===== config.mk =====
export PLATFORM = sky130hd
export DESIGN_NAME = ps2_mouse_tracker_flat
export DESIGN_NICKNAME = d
export VERILOG_FILES = /design/src/rtl/ps2_mouse_tracker_pkg.sv /design/src/rtl/ps2_mouse_tracker_if.sv /design/src/rtl/ps2_axis_accum.sv /design/src/rtl/ps2_mouse_tracker.sv /design/src/flat_wrapper.sv
export SDC_FILE = /design/constraint.sdc
export NUM_CORES = 1
export LEC_CHECK = 0
export ABC_AREA = 1
export CAP_MARGIN = 10
export CORE_MARGIN = 5
export CORE_UTILIZATION = 35
export DETAILED_ROUTE_END_ITERATION = 10
export SLEW_MARGIN = 30
export SYNTH_ARGS = -nofsm -noshare
export SYNTH_HDL_FRONTEND = slang
export SYNTH_SLANG_ARGS = --single-unit

===== constraint.sdc =====
create_clock -name clk_sys -period 2.45 [get_ports clk_sys]
set_input_delay 0.245 -clock clk_sys [delete_from_list [all_inputs] [get_ports clk_sys]]
set_output_delay 0.245 -clock clk_sys [all_outputs]
set_load 0.05 [all_outputs]

===== src/rtl/ps2_mouse_tracker_pkg.sv =====
// ps2_pkg: shared constants, packet struct and decode helper for the PS/2 mouse tracker
package ps2_pkg;
   localparam int PKT_BTN_L  = 0;
   localparam int PKT_BTN_R  = 1;
   localparam int PKT_BTN_M  = 2;
   localparam int PKT_SYNC   = 3;
   localparam int PKT_X_SIGN = 4;
   localparam int PKT_Y_SIGN = 5;
   localparam int PKT_X_OVF  = 6;
   localparam int PKT_Y_OVF  = 7;
   localparam int BYTE_W     = 8;
   localparam int STAT_LSB   = 0;
   localparam int X_LSB      = 8;
   localparam int Y_LSB      = 16;
   localparam int PKT_ERR_MAX = 255;
   typedef struct packed {
      logic [2:0] btn;
      logic [8:0] dx;
      logic [8:0] dy;
      logic       vld;
   } ps2_mouse_pkt_t;
   // An overflowed axis contributes no movement; a packet without sync is never valid.
   function automatic ps2_mouse_pkt_t decode(input logic [23:0] data, input logic stb);
      ps2_mouse_pkt_t p;
      logic [BYTE_W-1:0] st;
      st    = data[STAT_LSB +: BYTE_W];
      p.btn = st[PKT_BTN_M:PKT_BTN_L];
      p.dx  = st[PKT_X_OVF] ? '0 : {st[PKT_X_SIGN], data[X_LSB +: BYTE_W]};
      p.dy  = st[PKT_Y_OVF] ? '0 : {st[PKT_Y_SIGN], data[Y_LSB +: BYTE_W]};
      p.vld = stb & st[PKT_SYNC];
      return p;
   endfunction
endpackage


===== src/rtl/ps2_mouse_tracker_if.sv =====
// ps2_mouse_tracker_if: packet input and cursor output bundle of the mouse tracker
interface ps2_mouse_tracker_if #(parameter int POS_W = 8);
   logic             ps2pkt_vld;
   logic [23:0]      ps2pkt_data;
   logic             init_done;
   logic [POS_W-1:0] mouse_x;
   logic [POS_W-1:0] mouse_y;
   logic [2:0]       mouse_btn;
   logic             mouse_vld;
   logic [7:0]       pkt_err_cnt;
   modport master (
      output ps2pkt_vld, ps2pkt_data, init_done,
      input  mouse_x, mouse_y, mouse_btn, mouse_vld, pkt_err_cnt
   );
   modport slave (
      input  ps2pkt_vld, ps2pkt_data, init_done,
      output mouse_x, mouse_y, mouse_btn, mouse_vld, pkt_err_cnt
   );
endinterface


===== src/rtl/ps2_axis_accum.sv =====
// ps2_axis_accum: one axis of cursor position, signed accumulate with clamp to [0, MAX]
module ps2_axis_accum #(
   parameter int POS_W  = 8,
   parameter int MAX    = 159,
   parameter int INIT   = 80,
   parameter bit INVERT = 1'b0
) (
   input  logic              clk_sys,
   input  logic              rst_n,
   input  logic              init_done_i,
   input  logic              upd_i,
   input  logic signed [8:0] delta_i,
   output logic [POS_W-1:0]  pos_o
);
   localparam int W = POS_W + 2;
   localparam logic signed [W-1:0] MAX_S = W'(MAX);
   logic [POS_W-1:0] pos_d, pos_q;
   logic signed [W-1:0] cur, dlt, sum;
   always_comb begin
      cur   = signed'(W'(pos_q));
      dlt   = W'(delta_i);
      sum   = INVERT ? cur - dlt : cur + dlt;
      pos_d = !init_done_i ? POS_W'(INIT) :
              !upd_i       ? pos_q :
              sum < 0      ? '0 :
              sum > MAX_S  ? POS_W'(MAX) : sum[POS_W-1:0];
   end
   always_ff @(posedge clk_sys or negedge rst_n) begin
      if (!rst_n) pos_q <= POS_W'(INIT);
      else        pos_q <= pos_d;
   end
   assign pos_o = pos_q;
endmodule


===== src/rtl/ps2_mouse_tracker.sv =====
// ps2_mouse_tracker: decodes PS/2 mouse packets into a clamped cursor position and buttons
module ps2_mouse_tracker
   import ps2_pkg::*;
#(
   parameter int POS_W    = 8,
   parameter int X_MAX    = 159,
   parameter int Y_MAX    = 119,
   parameter int X_INIT   = 80,
   parameter int Y_INIT   = 60,
   parameter bit Y_INVERT = 1'b1
) (
   input  logic clk_sys,
   input  logic rst_n,
   ps2_mouse_tracker_if.slave bus
);
   ps2_mouse_pkt_t pkt_d, pkt_q;
   logic [7:0] err_d, err_q;
   logic [2:0] btn_d, btn_q;
   logic       vld_d, vld_q;
   logic       bad;
   logic [POS_W-1:0] x, y;
   // Stage-1 valid is gated by init_done so dropping it also discards any in-flight packet.
   always_comb begin
      pkt_d = decode(bus.ps2pkt_data, bus.ps2pkt_vld & bus.init_done);
      bad   = bus.init_done & bus.ps2pkt_vld & ~bus.ps2pkt_data[PKT_SYNC];
      err_d = (bad && err_q != 8'(PKT_ERR_MAX)) ? err_q + 8'd1 : err_q;
      btn_d = !bus.init_done ? 3'b000 : pkt_q.vld ? pkt_q.btn : btn_q;
      vld_d = bus.init_done & pkt_q.vld;
   end
   always_ff @(posedge clk_sys or negedge rst_n) begin
      if (!rst_n) begin
         pkt_q <= '0;
         err_q <= '0;
         btn_q <= '0;
         vld_q <= 1'b0;
      end else begin
         pkt_q <= pkt_d;
         err_q <= err_d;
         btn_q <= btn_d;
         vld_q <= vld_d;
      end
   end
   ps2_axis_accum #(.POS_W(POS_W), .MAX(X_MAX), .INIT(X_INIT), .INVERT(1'b0)) u_x (
      .clk_sys    (clk_sys),
      .rst_n      (rst_n),
      .init_done_i(bus.init_done),
      .upd_i      (pkt_q.vld),
      .delta_i    (pkt_q.dx),
      .pos_o      (x)
   );
   ps2_axis_accum #(.POS_W(POS_W), .MAX(Y_MAX), .INIT(Y_INIT), .INVERT(Y_INVERT)) u_y (
      .clk_sys    (clk_sys),
      .rst_n      (rst_n),
      .init_done_i(bus.init_done),
      .upd_i      (pkt_q.vld),
      .delta_i    (pkt_q.dy),
      .pos_o      (y)
   );
   assign bus.mouse_x     = x;
   assign bus.mouse_y     = y;
   assign bus.mouse_btn   = btn_q;
   assign bus.mouse_vld   = vld_q;
   assign bus.pkt_err_cnt = err_q;
endmodule


===== src/flat_wrapper.sv =====
// flat-port wrapper written by rule: the top's interface ports become plain ports
module ps2_mouse_tracker_flat import ps2_pkg::*;
#(
   parameter int POS_W    = 8,
   parameter int X_MAX    = 159,
   parameter int Y_MAX    = 119,
   parameter int X_INIT   = 80,
   parameter int Y_INIT   = 60,
   parameter bit Y_INVERT = 1'b1
)
  (clk_sys, rst_n, bus_ps2pkt_vld, bus_ps2pkt_data, bus_init_done, bus_mouse_x, bus_mouse_y, bus_mouse_btn, bus_mouse_vld, bus_pkt_err_cnt);
  ps2_mouse_tracker_if #(.POS_W(POS_W)) bus_i ();
  input  logic clk_sys;
  input  logic rst_n;
  input wire logic [$bits(bus_i.ps2pkt_vld)-1:0] bus_ps2pkt_vld;
  input wire logic [$bits(bus_i.ps2pkt_data)-1:0] bus_ps2pkt_data;
  input wire logic [$bits(bus_i.init_done)-1:0] bus_init_done;
  output wire logic [$bits(bus_i.mouse_x)-1:0] bus_mouse_x;
  output wire logic [$bits(bus_i.mouse_y)-1:0] bus_mouse_y;
  output wire logic [$bits(bus_i.mouse_btn)-1:0] bus_mouse_btn;
  output wire logic [$bits(bus_i.mouse_vld)-1:0] bus_mouse_vld;
  output wire logic [$bits(bus_i.pkt_err_cnt)-1:0] bus_pkt_err_cnt;
  assign bus_i.ps2pkt_vld = bus_ps2pkt_vld;
  assign bus_i.ps2pkt_data = bus_ps2pkt_data;
  assign bus_i.init_done = bus_init_done;
  assign bus_mouse_x = bus_i.mouse_x;
  assign bus_mouse_y = bus_i.mouse_y;
  assign bus_mouse_btn = bus_i.mouse_btn;
  assign bus_mouse_vld = bus_i.mouse_vld;
  assign bus_pkt_err_cnt = bus_i.pkt_err_cnt;
  ps2_mouse_tracker #(.POS_W(POS_W), .X_MAX(X_MAX), .Y_MAX(Y_MAX), .X_INIT(X_INIT), .Y_INIT(Y_INIT), .Y_INVERT(Y_INVERT)) u_core (.clk_sys(clk_sys), .rst_n(rst_n), .bus(bus_i));
endmodule

==> qor.yml, run 1 <==
grt_pass1_vias: 2421
yosysUniqueCellTypes: 34
drive_gt1_share_pct: 13.0
setup_slack_ns: 0.366
portBuffers: 55
grt_pass1_wl_mm: 10.9
ant_nets: 0
switchingPower_uw: 816
fin_setup_tns_ns: 0
numCtsBuffers: 5
synthArstFlopShare_pct: 100
finalHoldViolations: 0
syn-cell-area_sq_um: 2880
comb_power_share_pct: 34.6
grt_setup_unrepaired: "no"
worstPathArrival_ns: 2.27
core-area_sq_um: 8130
drc: 0
ir_drop_v: 0.000712
synth_edf_count: 0
gp_congestion: 0.897
setup_viol: 0
syn_nets: 401
slew_headroom_pct: 64.3
p_int_uw: 1400
first_pass_iters: 4
yosys-top-cells-area: "dfrtp_1, nand2_1, inv_1"
clock-sinks: 50
start_util_pct: 35.4
nNetsFinal: 463
period_needed_ns: 2.08
grt_max_degree: 26
fill_cells: 799
syn_to_final_growth_pct: 27.0
ios: 56
wire_per_inst_microns: 11.9
power_density_nw_per_um2: 607
syn_avg_cell_area_sq_um: 8.14
clock-root-buffer: "clkbuf_8"
yosys.cell_count.top_type: "nand2_1"
min_path_type: "input pin to register"
overflow: 0
synth.top_cell.area_share_pct: 38.2
grt_use_total_pct: 13.3
cp.required_ns: 2.64
seqPwrFrac_pct: 44.0
synth_common_cells: "nand2_1, inv_1, dfrtp_1"
finClkSkew_ns: 0.0141
status: "completed"
yosysWarnings: 0
post-dp-hpwl_mm: 4.96
clock_latency_ns: 0.30
die_h_microns: 101
swShare_pct: 36.7
drt_iter0_markers: 73
cellLeakagePower_uw: 0.00190
htreeDepth: 2
die_area_sq_um: 10100
routed_wl_mm: 6.20
critical_path_class: "register to register"
start_kind: "register"
endpoint_kind: "register"
postCtsSetupBuffers: 0
n_antenna_cell: 0
die_x_microns: 101
report.final.slew_viol_count: 0
cts_tree: "yes"
path_clk_slew_ns: 0.09
worst_slew_pin_slew_ns: 0.536
finalCritPeriodShare_pct: 85.1
p_clk_share_pct: 21.4
core.rowCount: 33
clock_path_buffers: 2
via_per_inst: 4.54
ys_seq_area_share_pct: 43.7
crit_fanout: 5
synth_flop_cell: "dfrtp_1"
yosys.area.top_type: "dfrtp_1"
ys_seq_elements: 50
max-cap-violations: 0
antenna_found_initial: 0
vias: 2365
fmax_ghz: 0.480
synthCells: 354
dp_slack_ns: 0.372
-- layer usage --
layer  track usage [%]  wire [microns]
met4              5.28             116
met3              2.98             295
met2              21.4            2910
met1              17.3            2880
met5                 0               0
-- registers in the layout, summed over array words and instances, names as in the netlist --
name,cells
u_core.u_x.pos_o,8
u_core.bus.mouse_vld,1
u_core.u_y.pos_o,8
u_core.bus.mouse_btn,3
u_core.pkt_q,22
u_core.bus.pkt_err_cnt,8
-- cells by family (layout without fill, tap and decap cells) --
kind of cell	Yosys count	in the layout	share of synthesized area (%)
compound gates	28	28	5.95
xor+xnor	12	12	3.91
fa+ha+maj	19	19	8.77
buf+inv	73	135	9.90
flops	50	50	43.7
simple gates	172	172	27.8
-- power by group through the flow --
stage	registers [uW]	clock network [uW]	logic, uW
after detailed placement	989	0	767
after CTS	977	495	773
after global placement	991	0	763
after global routing	987	532	846
after floorplan	1170	0	335
final	977	476	767
-- cells in the final DEF (no fill, tap or decap), drive strengths merged, types with 3 or more instances in the layout --
| cell | n |
|---|---|
| inv | 68 |
| dfrtp | 44 |
| nand3 | 21 |
| xnor2 | 5 |
| clkdlybuf4s50 | 54 |
| nand3b | 3 |
| xor2 | 7 |
| clkbuf | 7 |
| o21ai | 12 |
| ha | 17 |
| buf | 4 |
| nand4 | 7 |
| dfstp | 6 |
| a22o | 3 |
| a21oi | 10 |
| nand2 | 100 |
| nor2 | 37 |
-- cell type report --
class,count,area (sq um),area share [%]
clock buffers,7,86.3,2.36
inverters,69,267,7.29
multi-input cells,231,1340,36.5
flip-flops and latches,50,1260,34.4
well taps,105,131,3.59
repair buffers,59,578,15.8
-- worst max-delay path, stage by stage, from the launching register on --
cell     delay (ns)
dfrtp_1        0.41
ha_1           0.26
fa_1           0.41
nand3_1        0.10
nand2_2        0.09
a21oi_2        0.14
nand2_1        0.07
nand2_2        0.07
nand2_1        0.06
nand2_2        0.07
nand2_4        0.08
o21ai_1        0.14
nand2_1        0.07
-- path summary, 6_finish.rpt --
check                                                       to  slack (ns)  depth (start not counted)                             from
max                            u_core.u_x.pos_o[2]$_DFFE_PN0P_        0.37                         12  u_core.u_x.pos_o[0]$_DFFE_PN0P_
min                                 u_core.pkt_q[21]$_DFF_PN0_        0.38                          1               bus_ps2pkt_data[2]
max reg2reg                    u_core.u_x.pos_o[2]$_DFFE_PN0P_        0.37                         12  u_core.u_x.pos_o[0]$_DFFE_PN0P_
min reg2reg                u_core.bus.mouse_btn[0]$_DFFE_PN0P_        0.49                          1       u_core.pkt_q[19]$_DFF_PN0_
max in group asynchronous      u_core.u_y.pos_o[3]$_DFFE_PN1P_        1.34                          3                            rst_n
min in group asynchronous      u_core.u_x.pos_o[2]$_DFFE_PN0P_        0.45                          2                            rst_n
-- stage by stage --
stage	area (sq um)	power [uW]	hold slack, ns	utilization [%]	instances
after global placement	3560	1750	0.260	43.8	513
after CTS	3660	2240	0.380	45.0	521
after floorplan	2880	1500	-0.0506	-	354
after global routing	3660	2370	0.371	45.0	521
final	3660	2220	0.382	45.0	521
after detailed placement	3560	1760	0.265	43.8	513
-- what timing repair did --
item / CTS / global route
endpoints found under the hold margin: 21 / 0
hold buffers: 1 / 0
resized for setup: 0 / 0
(Power assumes the default switching activity.)
==> run 2, diff against run 1 <==
--- a/config.mk
+++ b/config.mk
@@ -7,6 +7,7 @@
 export LEC_CHECK = 0
 export ABC_AREA = 1
 export CAP_MARGIN = 10
+export CORE_ASPECT_RATIO = 0.9
 export CORE_MARGIN = 5
 export CORE_UTILIZATION = 35
 export DETAILED_ROUTE_END_ITERATION = 10
==> run 2 against run 1 <==
Via count shrank 1.3%. Clock power shrank 3%. Combinational power hardly changed. Non-clock buffer count down 1. Count of clock-buffer cells in the layout unchanged. Sequential power is 0.6% lower. Critical endpoint is now u_core.u_x.pos_o[0]$_DFFE_PN0P_.
==> qor.yml, run 2 (synthesized netlist as in run 1, its figures left out) <==
n_antenna_cell: 0  # unchanged
grt_max_degree: 51  # was 26
start_util_pct: 35.9  # was 35.4%
hold-path-cell-count: 1  # unchanged
cp.required_ns: 2.64  # about the same
antenna_found_initial: 0  # unchanged
gp_congestion: 0.896  # was 0.897
endpoint_kind: "register"  # unchanged
slew_headroom_pct: 65.0  # was 64.3%
cts_tree: "yes"  # unchanged
period_needed_ns: 2.09  # was 2.08 ns
hold_slack_ns: 0.379  # was 0.382 ns
finClkSkew_ns: 0.00967  # was 0.0141 ns
grt_setup_unrepaired: "no"  # unchanged
r2r_cells: 12  # unchanged
setup_viol: 0  # unchanged
die_area_sq_um: 10100  # about the same
status: "completed"  # unchanged
fill_cells: 787  # was 799
largest_register_ffs: 22  # unchanged
post-dp-hpwl_mm: 5.00  # was 4.96 mm
clock-sinks: 50  # unchanged
cellLeakagePower_uw: 0.00189  # was 0.00190 uW
worst_slew_pin_slew_ns: 0.523  # was 0.536 ns
rr_startpoint: "u_core.u_x.pos_o[0]$_DFFE_PN0P_"  # unchanged
clock_path_buffers: 2  # unchanged
clock-root-buffer: "clkbuf_8"  # unchanged
critPathTopFamily: "adder cells"  # unchanged
core.rowCount: 31  # was 33
r2r_end: "u_core.u_x.pos_o[0]$_DFFE_PN0P_"  # was u_core.u_x.pos_o[2]$_DFFE_PN0P_
crit_fanout: 5  # unchanged
worstPathArrival_ns: 2.28  # was 2.27 ns
cts_resized: 0  # unchanged
vias: 2334  # was 2365
start_kind: "register"  # unchanged
power_uw: 2200  # was 2220 uW
critical_path_class: "register to register"  # unchanged
mostFrequentLayoutCell: "nand2_1"  # unchanged
power_density_nw_per_um2: 603  # was 607 nW/um^2
routed_wl_mm: 6.26  # was 6.20 mm
final_cell_mix: "nand2_1, inv_1, clkdlybuf4s50_1, dfrtp_1, nor2_1"  # unchanged
drc: 0  # unchanged
placed_area_sq_um: 3560  # about the same
max-cap-violations: 0  # unchanged
htreeDepth: 2  # unchanged
core-area_sq_um: 8030  # was 8130 sq um
min-delay-start: "bus_ps2pkt_data[0]"  # was bus_ps2pkt_data[2]
finalCritPeriodShare_pct: 85.3  # was 85.1%
grt_use_total_pct: 13.3  # about the same
drive_gt1_share_pct: 12.7  # was 13.0%
min_path_type: "input pin to register"  # unchanged
path_clk_slew_ns: 0.09  # about the same
portBuffers: 55  # unchanged
worstHoldEndpoint: "u_core.pkt_q[19]$_DFF_PN0_"  # was u_core.pkt_q[21]$_DFF_PN0_
cpPeakStageDelay_ns: 0.42  # was 0.41 ns
ir_drop_v: 0.000456  # was 0.000712 V
report.final.slew_viol_count: 0  # unchanged
clock_latency_ns: 0.30  # about the same
via_per_inst: 4.53  # was 4.54
die_x_microns: 106  # was 101 microns
first_pass_iters: 4  # unchanged
numCtsBuffers: 5  # unchanged
nNetsFinal: 462  # was 463
drt_iter0_markers: 109  # was 73
wire_per_inst_microns: 12.2  # was 11.9 microns
postLayoutCellArea_sq_um: 3650  # was 3660 sq um
overflow: 0  # unchanged
syn_to_final_growth_pct: 26.8  # was 27.0%
grt_pass1_vias: 2252  # was 2421
cp_slowest_cell: "fa_1"  # was dfrtp_1
fin_setup_tns_ns: 0  # unchanged
ant_nets: 0  # unchanged
cp_cell_sequence: "ha_1, fa_1, nand3_1, nand2_2, a21oi_2, nand2_1, nand2_2, nand2_1, nand2_2, nand2_4, o21ai_1, nand2_1"  # unchanged
die_h_microns: 96.1  # was 101 microns
grt_pass1_wl_mm: 10.7  # was 10.9 mm
postCtsSetupBuffers: 0  # unchanged
reg2reg_slack_ns: 0.36  # was 0.37 ns
regMostFlops: "u_core.pkt_q"  # unchanged
cp_num_buf_inv: 0  # unchanged
fmax_ghz: 0.479  # was 0.480 GHz
ios: 56  # unchanged
finalHoldViolations: 0  # unchanged
-- run 2: cell types whose count changed in the layout (fill, tap and decap cells not counted) --
| cell | previous run | this run |
|---|---|---|
| buf_12 | 0 | 1 |
| buf_4 | 3 | 1 |
| clkbuf_1 | 1 | 2 |
| clkbuf_8 | 6 | 5 |
| clkinvlp_4 | 0 | 1 |
-- run 2: metrics by stage --
step | worst slack (ns) | util, % | instances
detailed placement | 0.380 | 44.3 | 506
global route | 0.191 | 45.5 | 515
finish | 0.360 | 45.5 | 515
CTS | 0.360 | 45.5 | 515
floorplan | 0.258 | - | 354
global placement | 0.457 | 44.3 | 506
-- run 2: power breakdown --
part           leakage (uW)  total (uW)  internal, uW  switching [uW]
logic               0.00122         767           279             487
registers          0.000636         971           902            69.2
clock network     0.0000385         464           203             262
total               0.00189        2200          1380             818
-- run 2: worst max-delay path by stage --
stage / from / endpoint / slack [ns] / depth (start not counted)
floorplan: u_core.u_x.pos_o[0]$_DFFE_PN0P_ / u_core.u_x.pos_o[5]$_DFFE_PN0P_ / 0.26 / 14
global placement: u_core.u_x.pos_o[0]$_DFFE_PN0P_ / u_core.u_x.pos_o[5]$_DFFE_PN0P_ / 0.46 / 14
detailed placement: u_core.u_x.pos_o[0]$_DFFE_PN0P_ / u_core.u_x.pos_o[0]$_DFFE_PN0P_ / 0.38 / 12
CTS: u_core.u_x.pos_o[0]$_DFFE_PN0P_ / u_core.u_x.pos_o[0]$_DFFE_PN0P_ / 0.36 / 12
global route: u_core.u_y.pos_o[0]$_DFFE_PN0P_ / u_core.u_y.pos_o[4]$_DFFE_PN1P_ / 0.19 / 15
finish: u_core.u_x.pos_o[0]$_DFFE_PN0P_ / u_core.u_x.pos_o[0]$_DFFE_PN0P_ / 0.36 / 12
-- run 2: layer usage --
metal  wire (microns)  vias up  GRT usage (%)
met4               59        0           3.67
li1                 -     1212              -
met2             2770       51           20.6
met3              239        4           2.55
met5                0        -              0
met1             3190     1067           18.9
-- run 2: timing repair --
item                                    4_1_cts  5_1_grt
hold buffers                                  1        0
endpoints found under the setup margin        0        0
hold endpoints to repair                     44        0
-- run 2: final cells by class --
cell class | count | area, sq um | area share [%]
Multi-Input combinational cell | 231 | 1340 | 36.6
Inverter | 69 | 267 | 7.30
Clock inverter | 1 | 7.51 | 0.206
Timing Repair Buffer | 58 | 583 | 16.0
Clock buffer | 7 | 76.3 | 2.09
Sequential cell | 50 | 1260 | 34.5
Tap cell | 99 | 124 | 3.39
-- run 2: worst register-to-register path, stage by stage (launching register included) --
cell and delay (ns):
dfrtp_1 0.41, ha_1 0.26, fa_1 0.42, nand3_1 0.11, nand2_2 0.09, a21oi_2 0.15, nand2_1 0.08, nand2_2 0.07
nand2_1 0.06, nand2_2 0.07, nand2_4 0.07, o21ai_1 0.14, nand2_1 0.07
